## src/rtl/msrv32_rf_wb_arbiter.sv

```systemverilog
// msrv32_rf_wb_arbiter
// Shares the single write port of msrv32_integer_file among NUM_SRC
// writeback requesters (0 = ALU, 1 = LSU, 2 = CSR).
// Grants are combinational. The write presented to the integer file is registered.
// Writes to x0 complete the handshake but never reach the file.
// A saturating counter tracks committed (non-x0) writes.
// Build option: define MSRV32_WB_RR_ARB_EN for round-robin arbitration.
// When it is undefined, fixed priority applies and the lowest index wins.
module msrv32_rf_wb_arbiter #(
  parameter int NUM_SRC = 3,
  parameter int ADDR_W  = 5,
  parameter int DATA_W  = 32,
  parameter int CNT_W   = 16
) (
  input  logic                      ms_riscv32_mp_clk_in,
  input  logic                      ms_riscv32_mp_rst_in,
  input  logic                      stall_in,
  input  logic [NUM_SRC-1:0]        src_valid_in,
  input  logic [NUM_SRC*ADDR_W-1:0] src_rd_addr_in,
  input  logic [NUM_SRC*DATA_W-1:0] src_rd_data_in,
  output logic [NUM_SRC-1:0]        src_ready_out,
  output logic                      wr_en_out,
  output logic [ADDR_W-1:0]         rd_addr_out,
  output logic [DATA_W-1:0]         rd_out,
  output logic [1:0]                grant_id_out,
  output logic [CNT_W-1:0]          wb_count_out
);

  // Counter increment that sticks at all-ones instead of wrapping.
  function automatic logic [CNT_W-1:0] sat_inc(input logic [CNT_W-1:0] v);
    if (v == {CNT_W{1'b1}}) return v;
    return v + CNT_W'(1);
  endfunction

  logic              found_d;
  logic [1:0]        idx_d;
  logic              xfer_d;
  logic [ADDR_W-1:0] gaddr_d;
  logic [DATA_W-1:0] gdata_d;

  logic              wr_en_q;
  logic [ADDR_W-1:0] addr_q;
  logic [DATA_W-1:0] data_q;
  logic [1:0]        gid_q;
  logic [CNT_W-1:0]  cnt_q;

`ifdef MSRV32_WB_RR_ARB_EN
  logic [1:0] ptr_q;

  // Round-robin search: first sources above the last winner, then wrap to index 0.
  always_comb begin
    found_d = 1'b0;
    idx_d   = 2'd0;
    for (int i = 0; i < NUM_SRC; i++) begin
      if (!found_d && src_valid_in[i] && (i > int'(ptr_q))) begin
        found_d = 1'b1;
        idx_d   = 2'(i);
      end
    end
    for (int i = 0; i < NUM_SRC; i++) begin
      if (!found_d && src_valid_in[i]) begin
        found_d = 1'b1;
        idx_d   = 2'(i);
      end
    end
  end

  // The pointer only moves on a real transfer, so a stalled winner keeps its turn.
  always_ff @(posedge ms_riscv32_mp_clk_in) begin
    if (ms_riscv32_mp_rst_in) ptr_q <= 2'(NUM_SRC - 1);
    else if (xfer_d)          ptr_q <= idx_d;
  end
`else
  // Fixed priority: the lowest-indexed valid source wins.
  always_comb begin
    found_d = 1'b0;
    idx_d   = 2'd0;
    for (int i = 0; i < NUM_SRC; i++) begin
      if (!found_d && src_valid_in[i]) begin
        found_d = 1'b1;
        idx_d   = 2'(i);
      end
    end
  end
`endif

  // Grant and the winner's payload. Ready stays low under stall and reset.
  always_comb begin
    xfer_d        = found_d & ~stall_in & ~ms_riscv32_mp_rst_in;
    src_ready_out = xfer_d ? (NUM_SRC'(1) << idx_d) : '0;
    gaddr_d       = '0;
    gdata_d       = '0;
    for (int i = 0; i < NUM_SRC; i++) begin
      if (idx_d == 2'(i)) begin
        gaddr_d = src_rd_addr_in[i*ADDR_W +: ADDR_W];
        gdata_d = src_rd_data_in[i*DATA_W +: DATA_W];
      end
    end
  end

  // Output stage: the enable is reloaded every cycle; the payload holds between transfers.
  always_ff @(posedge ms_riscv32_mp_clk_in) begin
    if (ms_riscv32_mp_rst_in) begin
      wr_en_q <= 1'b0;
      addr_q  <= '0;
      data_q  <= '0;
      gid_q   <= 2'd0;
    end else begin
      wr_en_q <= xfer_d & (gaddr_d != '0);
      if (xfer_d) begin
        addr_q <= gaddr_d;
        data_q <= gdata_d;
        gid_q  <= idx_d;
      end
    end
  end

  // Count each cycle in which a write actually reaches the integer file.
  always_ff @(posedge ms_riscv32_mp_clk_in) begin
    if (ms_riscv32_mp_rst_in) cnt_q <= '0;
    else if (wr_en_q)         cnt_q <= sat_inc(cnt_q);
  end

  // Reset drops any write already sitting in the stage, so it never reaches the file.
  assign wr_en_out    = wr_en_q & ~ms_riscv32_mp_rst_in;
  assign rd_addr_out  = addr_q;
  assign rd_out       = data_q;
  assign grant_id_out = gid_q;
  assign wb_count_out = cnt_q;

endmodule

```

## config.mk

```make
export PLATFORM = sky130hd
export DESIGN_NAME = msrv32_rf_wb_arbiter
export DESIGN_NICKNAME = d
export VERILOG_FILES = /design/src/rtl/msrv32_rf_wb_arbiter.sv
export SDC_FILE = /design/constraint.sdc
export NUM_CORES = 1
export LEC_CHECK = 0
export ABC_AREA = 1
export CAP_MARGIN = 20
export CELL_PAD_IN_SITES_DETAIL_PLACEMENT = 1
export CELL_PAD_IN_SITES_GLOBAL_PLACEMENT = 2
export CORE_MARGIN = 2
export CORE_UTILIZATION = 18
export DETAILED_ROUTE_END_ITERATION = 6
export PLACE_DENSITY_LB_ADDON = 0.1
export SLEW_MARGIN = 20
export SYNTH_ARGS = -nofsm -noshare
export SYNTH_HDL_FRONTEND = slang
export SYNTH_SLANG_ARGS = --single-unit
export TNS_END_PERCENT = 100
```

## constraint.sdc

```tcl
create_clock -name ms_riscv32_mp_clk_in -period 2.1 [get_ports ms_riscv32_mp_clk_in]
set_input_delay 0.42 -clock ms_riscv32_mp_clk_in [delete_from_list [all_inputs] [get_ports ms_riscv32_mp_clk_in]]
set_output_delay 0.42 -clock ms_riscv32_mp_clk_in [all_outputs]
set_load 0.03 [all_outputs]
```

# Word level (Yosys, flattened, before mapping)
# Index checks and enable logic that the tools add are counted.
# totals
regBits	56
latchBits	0
ramBits	0
romBits	0
input_bits	117
out_inout_bits	59
wordCells	40
n_memories	0
# op_classes
addsub	1
multipliers	0
div_mod_pow	0
n_lt_le_gt_ge	0
eq_ne	4
shift	1
mux	16
n_bitwise	6
reduce_logical	7
# ops
operator	count
$mux 32	3
$add 16x1->16 const B	1
$eq 16x16->1 const B	1
$mux 16	1
$mux 5	3
$mux 1	7
$reduce_bool 5->1	1
$and 1x1->1	4
$mux 3	1
$shl 1x2->3 const A	1
$eq 2x1->1 const B	1
$eq 2x2->1 const B	1
$logic_and 1x1->1	2
$logic_not 1->1	2
$logic_not 2->1	1
$mux 2	1
$ne 2x2->1 const B	1
$not 1->1	2
$reduce_and 2->1	1

# Logic depth before layout (Yosys ltp)
# Gate-level depths: netlist of run 1.
# logic_depth
word_depth	13
ltp_mapped	10
mapped_depth_nobuf	10

# Worst setup path before layout of run 1
# Ideal clock, no wire load.
# synth_timing
kind	input port to output port
start	input ms_riscv32_mp_rst_in
end	output src_ready_out[0]
t_arrival_ns	1.580
t_required_ns	1.680
setup_slack_ns	0.100
stages	4
n_path_buf	1
cell_sequence	clkbuf_2 > nor2_1 > inv_1 > nor3_1
# synth_via
elab_chain_len	3
# synth_rtl
item	line	source
from (decl)	16	input logic ms_riscv32_mp_rst_in,
$not 1->1	89	xfer_d = found_d & ~stall_in & ~ms_riscv32_mp_rst_in;
$and 1x1->1	89	
$mux 3	90	src_ready_out = xfer_d ? (NUM_SRC'(1) << idx_d) : '0;
to (decl)	21	output logic [NUM_SRC-1:0] src_ready_out,
# No other way between the ends.

# Worst setup path after layout of run 1
# layout_timing
start	input src_valid_in[0]
end	output src_ready_out[2]
# layout_via
elab_chain_len	10
word_cells_on_any_way	13
classes_between	1 x shift; 6 x mux; 2 x bitwise; 4 x reduce/logical
# layout_rtl
item	line	source
from (decl)	18	input logic [NUM_SRC-1:0] src_valid_in,
$mux 1 *	79	if (!found_d && src_valid_in[i]) begin
$logic_not 1->1	79	
$logic_and 1x1->1	79	
$mux 1	79	
$logic_not 1->1	79	
$logic_and 1x1->1	79	
$mux 1	79	
$and 1x1->1 (2 in series)	89	
$mux 3 *	90	
# Every way passes the cells marked *; elsewhere a longest branch is shown, timed or not.

==> out/metrics.json, run 1 <==
{
  "p_total_uw": 2780,
  "postLayoutCellArea_um2": 5260,
  "setup_viol": 0,
  "layout_min_cycle_time_ps": 1980,
  "clock_path_buffers": 2,
  "floorplan.die_area_um2": 17700,
  "die_width_um": 133,
  "clkSinkCount": 56,
  "placed_area_um2": 5090,
  "crit_path_required_time_ps": 1680,
  "timing.final.hold_violations": 0,
  "io_pins": 176,
  "final_antenna_net_count": 0,
  "slew_headroom": 0.694,
  "timing.critical_path.max_delay_family": "buffers and inverters",
  "drive_gt1_frac": 0.0853,
  "ir_worst_vdd_mv": 0.297,
  "post-route-drc-count": 0,
  "synthesis.yosys.warnings": 0,
  "ys_types": 27,
  "hold_class": "reg2reg",
  "synthesis.instances": 467,
  "static_power_due_to_leakage_uw": 0.00207,
  "timing.hold.ws_ps": 459,
  "grt_antenna_before_repair": 1,
  "core_footprint_um2": 16400,
  "p_per_area_nw_per_um2": 529,
  "tritoncts": "yes",
  "drtIter0Drc": 125,
  "globalRouteOverflowTotal": 0,
  "chipHeight_um": 133,
  "crit_path_cell_trace": "dlygate4sd2_1, nor2_1, nand2_1, nand2_1, nor2_2, buf_4, buf_4, nand2_1, inv_1, buf_6",
  "max_clock_freq_mhz": 505,
  "crit_slowest_cell": "sky130_fd_sc_hd__dlygate4sd2_1",
  "setup_total_negative_slack_ps": 0,
  "htreeDepth": 2,
  "tritoncts.num_buffers": 5,
  "synth.ff_latch_count": 56,
  "nNetsFinal": 762,
  "status": "complete, no violations",
  "root_buffer": "sky130_fd_sc_hd__clkbuf_16",
  "num_antenna_cells": 0,
  "drt-pass1-iter-count": 4,
  "critical_path.n_buffers_inverters": 5,
  "placementRows": 47,
  "area_delta_synth_final_pct": 75.9,
  "path_common_cell": "sky130_fd_sc_hd__nand2_1",
  "worstSetupPathType": "in2out",
  "first_global_vias": 3763,
  "timing.final.ws_setup_ps": 119,
  "timing.critical_path.from_type": "input port",
  "final_max_slew_viol_count": 0,
  "grt_first_pass_wirelength_mm": 20.8,
  "post_placement_setup_slack_ps": -260,
  "dpl_wire_length_mm": 10.0,
  "setup_repair_after_global_routing_missed_its_margin": "no",
  "routedWlPerCell_um": 15.2,
  "cp.arrival_ps": 1560,
  "worst_skew_pair.late_latency_ps": 300,
  "worst_clock_skew_ps": 4.22,
  "post-route-period-util": 0.943,
  "vias": 3658,
  "numPortBuffers": 175,
  "synthesis.nets": 585,
  "mappedNetlistArea_um2": 2990,
  "syn_avg_cell_area_um2": 6.41,
  "synth_seq_area_share": 0.375,
  "cts.clk_slew.worst_paths_ps": 70,
  "avgViaCountPerCell": 4.23,
  "worst_slew_pin_slew_ps": 457,
  "wirelength_mm": 13.1,
  "largest_net_degree_at_the_start_of_global_routing": 33,
  "worstPathMaxFanout": 3,
  "critical_path.max_stage_delay_ps": 270,
  "gpl.final_weighted_congestion": 0.756,
  "initial_utilization": 0.182,
  "sort_of_element_at_the_end_of_the_critical_path": "output port",
  "grtUsageTotal": 0.151,
  "cap_violations": 0
}
worst reg2reg max path: cells and delay by family (launching register included):
family          cells  cell delay, ps
compound gates      2             560
fa+ha+maj           1             230
buf+inv             1              90
flops               1             450
simple gates        3             310
Yosys cell counts:
master	number	area (um2)
sky130_fd_sc_hd__a21oi_1	36	180
sky130_fd_sc_hd__a21oi_2	8	70.1
sky130_fd_sc_hd__buf_1	1	3.75
sky130_fd_sc_hd__buf_2	12	60.1
sky130_fd_sc_hd__buf_4	2	15.0
sky130_fd_sc_hd__buf_6	1	11.3
sky130_fd_sc_hd__clkbuf_1	10	37.5
sky130_fd_sc_hd__clkbuf_2	1	5.00
sky130_fd_sc_hd__dfxtp_1	56	1120
sky130_fd_sc_hd__ha_1	1	12.5
sky130_fd_sc_hd__inv_1	20	75.1
sky130_fd_sc_hd__inv_2	1	3.75
sky130_fd_sc_hd__nand2_1	178	668
sky130_fd_sc_hd__nand2_2	2	12.5
sky130_fd_sc_hd__nand2_4	1	11.3
sky130_fd_sc_hd__nand3_1	12	60.1
sky130_fd_sc_hd__nand3_2	1	10.0
sky130_fd_sc_hd__nand4_1	5	31.3
sky130_fd_sc_hd__nor2_1	28	105
sky130_fd_sc_hd__nor2_2	3	18.8
sky130_fd_sc_hd__nor2_4	1	11.3
sky130_fd_sc_hd__nor3_1	1	5.00
sky130_fd_sc_hd__o21ai_0	77	385
sky130_fd_sc_hd__o21ai_1	2	10.0
sky130_fd_sc_hd__o21ai_4	1	16.3
sky130_fd_sc_hd__xnor2_1	4	35.0
sky130_fd_sc_hd__xor2_1	2	17.5
path summary, 6_finish.rpt:
path / slack (ps) / to / cells after the start / start
max: 120 / src_ready_out[2] / 10 / src_valid_in[0]
min: 460 / rd_addr_out[3] / 2 / rd_addr_out[3]
max reg2reg: 390 / wb_count_out[10] / 7 / wb_count_out[0]
min reg2reg: 460 / rd_addr_out[3] / 2 / rd_addr_out[3]
kinds of logic after synthesis:
logic type               after synthesis  share of synthesized area
adder cells (fa/ha/maj)                1                    0.00418
XOR/XNOR                               6                     0.0176
AND/OR/NAND/NOR                      232                      0.312
flip-flops                            56                      0.375
AO/OA/AOI/OAI                        124                      0.221
buffers and inverters                 48                     0.0706
sequential cells by signal, indices dropped and copies added (netlist names):
name and cells:
wr_en_q 1, wb_count_out 16, grant_id_out 2, rd_addr_out 5
rd_out 32
power by group:
group	internal, uW	switching [uW]
registers	1120	33.9
clock network	479	418
logic	379	355
cell type report:
type | instances | area, um2
tap | 220 | 275
multi-input combinational | 363 | 1680
inverter | 21 | 78.8
sequential | 56 | 1120
fill | 1957 | 11100
timing repair buffer | 197 | 1960
clock buffer | 8 | 146
cells in the final DEF, fill, tap and decap left out, types with 2 or more instances in the layout:
cell type	instances
sky130_fd_sc_hd__buf_4	21
sky130_fd_sc_hd__a21oi_1	36
sky130_fd_sc_hd__a21oi_2	8
sky130_fd_sc_hd__dlygate4sd2_1	4
sky130_fd_sc_hd__nor2_1	26
sky130_fd_sc_hd__nand2_2	3
sky130_fd_sc_hd__nand2_1	177
sky130_fd_sc_hd__o21ai_0	77
sky130_fd_sc_hd__clkbuf_16	5
sky130_fd_sc_hd__clkdlybuf4s50_1	166
sky130_fd_sc_hd__o21ai_1	2
sky130_fd_sc_hd__nand4_1	5
sky130_fd_sc_hd__inv_1	19
sky130_fd_sc_hd__xor2_1	2
sky130_fd_sc_hd__buf_12	4
sky130_fd_sc_hd__inv_2	2
sky130_fd_sc_hd__dfxtp_1	56
sky130_fd_sc_hd__nand3_1	12
sky130_fd_sc_hd__nor2_2	4
sky130_fd_sc_hd__xnor2_1	4
sky130_fd_sc_hd__nor2_4	2
sky130_fd_sc_hd__clkbuf_1	2
layer usage:
metal  wire length [um]  track usage
met1               5590        0.181
met2               6180        0.253
met3               1190       0.0590
met4                153       0.0376
met5                  0            0
what timing repair did:
action / 4_1_cts / 5_1_grt
resized for setup: 8 / 1
gates cloned: 0 / 0
hold buffers: 0 / 0
pin swaps: 2 / 1
setup endpoints to repair: 3 / 1
setup buffers: 2 / 0
per-stage QoR:
stage,std cells,utilization
after CTS,865,0.321
after global placement,855,0.310
after global routing,865,0.321
after floorplan,467,-
after detailed placement,855,0.310
final,865,0.321
Power figures use the tool's default switching activity.
==> run 2, diff against run 1 <==
--- a/config.mk
+++ b/config.mk
@@ -5,14 +5,14 @@
 export SDC_FILE = /design/constraint.sdc
 export NUM_CORES = 1
 export LEC_CHECK = 0
-export ABC_AREA = 1
 export CAP_MARGIN = 20
 export CELL_PAD_IN_SITES_DETAIL_PLACEMENT = 1
 export CELL_PAD_IN_SITES_GLOBAL_PLACEMENT = 2
 export CORE_MARGIN = 2
-export CORE_UTILIZATION = 18
+export CORE_UTILIZATION = 20
 export DETAILED_ROUTE_END_ITERATION = 6
 export PLACE_DENSITY_LB_ADDON = 0.1
+export SETUP_SLACK_MARGIN = 0.3
 export SLEW_MARGIN = 20
 export SYNTH_ARGS = -nofsm -noshare
 export SYNTH_HDL_FRONTEND = slang
==> run 2 against run 1 <==
Global-route usage grew 0.12 points. Cell count shrank 20%. Die area shrank 13%. Synthesized area shrank 4.2%. Total power shrank 2.3%. Critical path type unchanged. First-iteration DRC count shrank 26%. Routed wire length shrank 13%. Combinational power grew 0.8%. Critical path depth shrank 6. Sequential cell count is the same. Register-to-register slack lost 50 ps. Highest routed layer unchanged.
==> out/metrics.json, run 2 <==
{
  "synth_enable_flop_cells": 0,
  "mappedNetlistArea_um2": 2870,
  "post-synth-top-area-fraction": 0.391,
  "async_flop_share": 0,
  "timing.final.hold_violations": 0,
  "timing.critical_path.from_type": "input port",
  "globalRouteOverflowTotal": 0,
  "postLayoutCoreUtil": 0.383,
  "mostFrequentLayoutCell": "sky130_fd_sc_hd__clkdlybuf4s50_1",
  "postLayoutCellArea_um2": 5330,
  "final_antenna_net_count": 0,
  "chipHeight_um": 124,
  "crit_path_required_time_ps": 1680,
  "static_power_due_to_leakage_uw": 0.00233,
  "setup_total_negative_slack_ps": 0,
  "number_of_cells_on_the_worst_reg_to_reg_path": 4,
  "wirelength_mm": 11.4,
  "worst_skew_pair.late_latency_ps": 310,
  "slew_headroom": 0.713,
  "synthesis.yosys.warnings": 0,
  "synth_area_leaders": "sky130_fd_sc_hd__dfxtp_1 39%, sky130_fd_sc_hd__mux2i_1 13%, sky130_fd_sc_hd__a22o_1 9.8%, sky130_fd_sc_hd__o21ai_0 5.9%, sky130_fd_sc_hd__nand2_1 5.0%",
  "grt_first_pass_wirelength_mm": 17.8,
  "routedWlPerCell_um": 16.5,
  "initial_utilization": 0.206,
  "die_width_um": 124,
  "setup_viol": 0,
  "area_delta_synth_final_pct": 85.9,
  "placed_area_um2": 5070,
  "number_of_flip_flops_in_the_largest_register": 32,
  "largest_net_degree_at_the_start_of_global_routing": 35,
  "synthesis.nets": 439,
  "hold_class": "reg2reg",
  "worstSetupPathType": "in2out",
  "first_global_vias": 3501,
  "status": "complete, no violations",
  "grtUsageTotal": 0.152,
  "cap_violations": 0,
  "drtIter0Drc": 93,
  "worst_slew_pin_slew_ps": 431,
  "layout.filler_cells": 1605,
  "synth.ff_latch_count": 56,
  "cp.arrival_ps": 1390,
  "synth_top_cell_by_area": "sky130_fd_sc_hd__dfxtp_1",
  "setup_repair_after_global_routing_missed_its_margin": "yes",
  "root_buffer": "sky130_fd_sc_hd__clkbuf_16",
  "drive_gt1_frac": 0.154,
  "worst_hold_path.num_cells": 1,
  "htreeDepth": 2,
  "clkSinkCount": 56,
  "worstPathMaxFanout": 2,
  "io_pins": 176,
  "gpl.final_weighted_congestion": 0.756,
  "instances_no_fill": 688,
  "post-route-drc-count": 0,
  "cts.clk_slew.worst_paths_ps": 80,
  "ys_types": 43,
  "synthesis.instances": 321,
  "avgViaCountPerCell": 4.60,
  "post-route-period-util": 0.860,
  "floorplan.die_area_um2": 15300,
  "syn_avg_cell_area_um2": 8.93,
  "most_used_cells_in_the_layout_excluding_fill_and_tap_cells": "133 x sky130_fd_sc_hd__clkdlybuf4s50_1, 45 x sky130_fd_sc_hd__dfxtp_1, 38 x sky130_fd_sc_hd__nand2_1",
  "tritoncts": "yes",
  "timing.hold.ws_ps": 471,
  "core_footprint_um2": 13900,
  "p_per_area_nw_per_um2": 510,
  "num_antenna_cells": 0,
  "placed_cells": 676,
  "synth_ff_type": "sky130_fd_sc_hd__dfxtp_1",
  "max_clock_freq_mhz": 554,
  "layout_min_cycle_time_ps": 1810,
  "numPortBuffers": 175,
  "sort_of_element_at_the_end_of_the_critical_path": "output port",
  "grt_antenna_before_repair": 0,
  "clock_path_buffers": 2,
  "nNetsFinal": 625,
  "drt-pass1-iter-count": 2,
  "placementRows": 43,
  "dpl_wire_length_mm": 8.71,
  "synth_seq_area_share": 0.391,
  "ir_worst_vdd_mv": 0.281,
  "worst_clock_skew_ps": 10.9,
  "final_max_slew_viol_count": 0,
  "tritoncts.num_buffers": 5,
  "yosys.cell_count.top_type": "sky130_fd_sc_hd__dfxtp_1",
  "vias": 3162,
  "post_synth_most_frequent_cells": "56 x sky130_fd_sc_hd__dfxtp_1, 38 x sky130_fd_sc_hd__nand2_1, 36 x sky130_fd_sc_hd__mux2i_1, 34 x sky130_fd_sc_hd__o21ai_0, 32 x sky130_fd_sc_hd__a22o_1"
}
[run 2: cell types whose count changed after synthesis, moves of 5 or more]
cell                      delta
sky130_fd_sc_hd__a21oi_1    -25
sky130_fd_sc_hd__a21oi_2     -8
sky130_fd_sc_hd__a22o_1     +32
sky130_fd_sc_hd__buf_2       -7
sky130_fd_sc_hd__inv_1      -14
sky130_fd_sc_hd__mux2_1      +5
sky130_fd_sc_hd__mux2i_1    +36
sky130_fd_sc_hd__nand2_1   -140
sky130_fd_sc_hd__nand3_1     -8
sky130_fd_sc_hd__nor2_1     -15
sky130_fd_sc_hd__o21ai_0    -43
sky130_fd_sc_hd__o31ai_1     +7
sky130_fd_sc_hd__or4_1       +8
[run 2: worst max-delay path, stage by stage]
cell,delay (ps)
sky130_fd_sc_hd__dlygate4sd2_1,260
sky130_fd_sc_hd__or3_4,420
sky130_fd_sc_hd__nor2_4,140
sky130_fd_sc_hd__buf_6,140
[run 2: metrics by stage]
stage	power, uW	worst slack [ps]
after floorplan	1470	296
after global placement	1910	-26.6
after detailed placement	1920	-67.5
after CTS	2790	233
after global routing	2870	259
final	2720	294
[run 2: layout make-up]
class	count	area [um2]	share of cell area
Multi-Input combinational cell	236	1750	0.328
Sequential cell	56	1150	0.217
Clock buffer	7	133	0.0249
Timing Repair Buffer	202	2040	0.383
Inverter	6	22.5	0.00422
Clock inverter	1	3.75	0.000704
Tap cell	180	225	0.0422
[run 2: logic make-up (layout without fill, tap and decap cells)]
family / count (synthesis) / after routing / synth area share
adders and majority gates: 1 / 1 / 0.00436
AOI/OAI and AO/OA: 96 / 96 / 0.230
muxes: 42 / 42 / 0.149
buffers and inverters: 29 / 216 / 0.0428
DFF: 56 / 56 / 0.391
and+or+nand+nor: 97 / 97 / 0.183
[run 2: routing by layer]
layer | wire length, um | GRT usage | up-vias
met5 | 0 | 0 | -
met4 | 156 | 0.0533 | 0
met3 | 783 | 0.0517 | 10
met2 | 6060 | 0.276 | 78
met1 | 4360 | 0.163 | 1521
li1 | - | - | 1553
[run 2: final timing paths]
kind / startpoint / to / slack (ps)
setup / recovery: stall_in / src_ready_out[2] / 290
hold / removal: grant_id_out[1] / grant_id_out[1] / 470
setup reg to reg: wb_count_out[0] / wb_count_out[13] / 340
hold reg to reg: grant_id_out[1] / grant_id_out[1] / 470
[run 2: power breakdown]
part	internal [uW]	switching, uW	total [uW]
Clock	441	395	836
Combinational	413	327	740
Sequential	1110	32.7	1140
[run 2: what timing repair did]
item | in CTS | in global routing
setup endpoints to repair | 27 | 56
buffers inserted | 3 | 1
pin swaps | 3 | 12
hold buffers | 0 | 0
resized for setup | 29 | 34
==> run 3, diff against run 2 <==
--- a/config.mk
+++ b/config.mk
@@ -8,10 +8,10 @@
 export CAP_MARGIN = 20
 export CELL_PAD_IN_SITES_DETAIL_PLACEMENT = 1
 export CELL_PAD_IN_SITES_GLOBAL_PLACEMENT = 2
-export CORE_MARGIN = 2
+export CORE_MARGIN = 1.5
 export CORE_UTILIZATION = 20
 export DETAILED_ROUTE_END_ITERATION = 6
-export PLACE_DENSITY_LB_ADDON = 0.1
+export PLACE_DENSITY = 0.77
 export SETUP_SLACK_MARGIN = 0.3
 export SLEW_MARGIN = 20
 export SYNTH_ARGS = -nofsm -noshare
==> run 3 against run 2 <==
Combinational power rose by 4.1%. Non-clock buffer count rose by 9. Clock power rose by 3.5%. Cell count rose by 1.3%. Critical path type is now reg2out. Largest cell class unchanged. Largest power group unchanged.
==> out/metrics.json, run 3 (same netlist as run 2, synthesis figures left out) <==
{
  "clock_path_buffers": 2,
  "seqPwrFrac": 0.412,
  "slew_headroom": 0.714,
  "root_buffer": "sky130_fd_sc_hd__clkbuf_16",
  "postLayoutCellArea_um2": 5430,
  "drt-pass1-iter-count": 5,
  "largest_net_degree_at_the_start_of_global_routing": 39,
  "multi_input_comb_area_um2": 1750,
  "endpoint": "rd_addr_out[1]",
  "most_used_cells_in_the_layout_excluding_fill_and_tap_cells": "143 x sky130_fd_sc_hd__clkdlybuf4s50_1, 45 x sky130_fd_sc_hd__dfxtp_1, 38 x sky130_fd_sc_hd__nand2_1",
  "tritoncts": "yes",
  "postLayoutCoreUtil": 0.390,
  "met1_usage": 0.156,
  "post-route-period-util": 0.844,
  "final_antenna_net_count": 0,
  "crit_slowest_cell": "sky130_fd_sc_hd__clkdlybuf4s50_1",
  "drtIter0Drc": 80,
  "power.share.clock": 0.311,
  "cap_violations": 0,
  "num_antenna_cells": 0,
  "timing.critical_path.max_delay_family": "buffers and inverters",
  "timing.final.hold_violations": 0,
  "final_max_slew_viol_count": 0,
  "core_footprint_um2": 13900,
  "crit_path_cell_trace": "clkdlybuf4s50_1",
  "worst_setup_path_startpoint": "rd_addr_out[1]",
  "internal-power_uw": 2030,
  "timing.hold.ws_ps": 459,
  "timing.critical_path.from_type": "flop",
  "met3_usage": 0.0562,
  "wirelength_mm": 11.1,
  "gpl.final_weighted_congestion": 0.801,
  "crit_cells": 1,
  "dpl_wire_length_mm": 8.94,
  "static_power_due_to_leakage_uw": 0.00230,
  "hold_class": "reg2reg",
  "ir_worst_vdd_mv": 0.296,
  "setup_viol": 0,
  "grt_util_met2": 0.278,
  "grt_first_pass_wirelength_mm": 17.3,
  "worstPathMaxFanout": 2,
  "tritoncts.num_buffers": 5,
  "die_width_um": 123,
  "busiest_layer": "met2",
  "combinational_fraction_of_design_power": 0.277,
  "first_global_vias": 3514,
  "avgViaCountPerCell": 4.61,
  "vias": 3216,
  "r2r_setup_slack_ps": 350,
  "number_of_cells_on_the_worst_reg_to_reg_path": 4,
  "layout.filler_cells": 1614,
  "regToRegStartpoint": "wb_count_out[6]",
  "setup_total_negative_slack_ps": 0,
  "placed_area_um2": 5160,
  "mostFrequentLayoutCell": "sky130_fd_sc_hd__clkdlybuf4s50_1",
  "setup_repair_after_global_routing_missed_its_margin": "yes",
  "numPortBuffers": 175,
  "worst_slew_pin_slew_ps": 426,
  "power.net_switching_uw": 754,
  "cts.clk_slew.worst_paths_ps": 70,
  "placementRows": 43,
  "cts_hold_buffers": 0,
  "chipHeight_um": 123,
  "worst_clock_skew_ps": 4.32,
  "rr_endpoint": "wb_count_out[13]",
  "worst_skew_pair.late_latency_ps": 290,
  "routedWlPerCell_um": 16.0,
  "nNetsFinal": 634,
  "clkSinkCount": 56,
  "floorplan.die_area_um2": 15100,
  "number_of_flip_flops_in_the_largest_register": 32,
  "cp.arrival_ps": 1350,
  "status": "complete, no violations",
  "p_per_area_nw_per_um2": 512,
  "io_pins": 176,
  "post-route-drc-count": 0,
  "max_clock_freq_mhz": 564,
  "htreeDepth": 2,
  "critical_path.max_stage_delay_ps": 710,
  "grt_antenna_before_repair": 0,
  "critical_path.n_buffers_inverters": 1,
  "initial_utilization": 0.206,
  "layout_min_cycle_time_ps": 1770,
  "sort_of_element_at_the_end_of_the_critical_path": "output port",
  "switching_share": 0.271,
  "regArea_um2": 1150,
  "area_delta_synth_final_pct": 89.4,
  "globalRouteOverflowTotal": 0,
  "grtUsageTotal": 0.149,
  "crit_path_required_time_ps": 1680,
  "drive_gt1_frac": 0.166,
  "worstSetupPathType": "reg2out"
}
-- run 3: changes by cell type in the layout (fill, tap and decap cells not counted), sizes merged --
cell | previous run | this run
buf | 31 | 42
clkbuf | 10 | 9
clkdlybuf4s50 | 133 | 143
clkinv | 1 | 0
dlygate4sd2 | 16 | 10
dlymetal6s2s | 19 | 15
-- run 3: power by group through the flow --
stage | Clock [uW] | Sequential (uW) | Combinational, uW
after global placement | 0 | 1170 | 762
after CTS | 900 | 1150 | 782
after detailed placement | 0 | 1170 | 772
after global routing | 945 | 1150 | 824
final | 865 | 1150 | 770
after floorplan | 0 | 1270 | 200
-- run 3: worst min path at each step --
stage	startpoint	endpoint	slack, ps	cells after the start
final	grant_id_out[1]	grant_id_out[1]	460	1
after global routing	grant_id_out[1]	grant_id_out[1]	480	1
after CTS	grant_id_out[1]	grant_id_out[1]	460	1
after global placement	grant_id_out[1]	grant_id_out[1]	440	1
after floorplan	wr_en_q	wb_count_out[8]	520	2
after detailed placement	grant_id_out[1]	grant_id_out[1]	440	1
-- run 3: metal layers --
layer / vias up / routed length [um]
li1: 1579 / -
met1: 1519 / 4220
met2: 110 / 5850
met3: 8 / 942
met4: 0 / 113
met5: - / 0
-- run 3: timing repair --
action | CTS | global route
buffers inserted | 3 | 2
setup endpoints to repair | 42 | 42
pin swaps | 5 | 4
resized for setup | 30 | 25
-- run 3: final cells by class --
cell class | instances | area share
clock buffers | 8 | 0.0269
inverters | 6 | 0.00415
multi-input cells | 236 | 0.322
flip-flops and latches | 56 | 0.213
well taps | 180 | 0.0415
repair buffers | 211 | 0.393
-- run 3: metrics by stage --
stage / worst slack [ps] / total power, uW / instances
2_1_floorplan: 296 / 1470 / 321
3_3_place_gp: -49.3 / 1930 / 684
3_5_place_dp: -84.9 / 1940 / 684
4_1_cts: 299 / 2830 / 695
5_1_grt: 279 / 2920 / 697
6_report: 328 / 2780 / 697
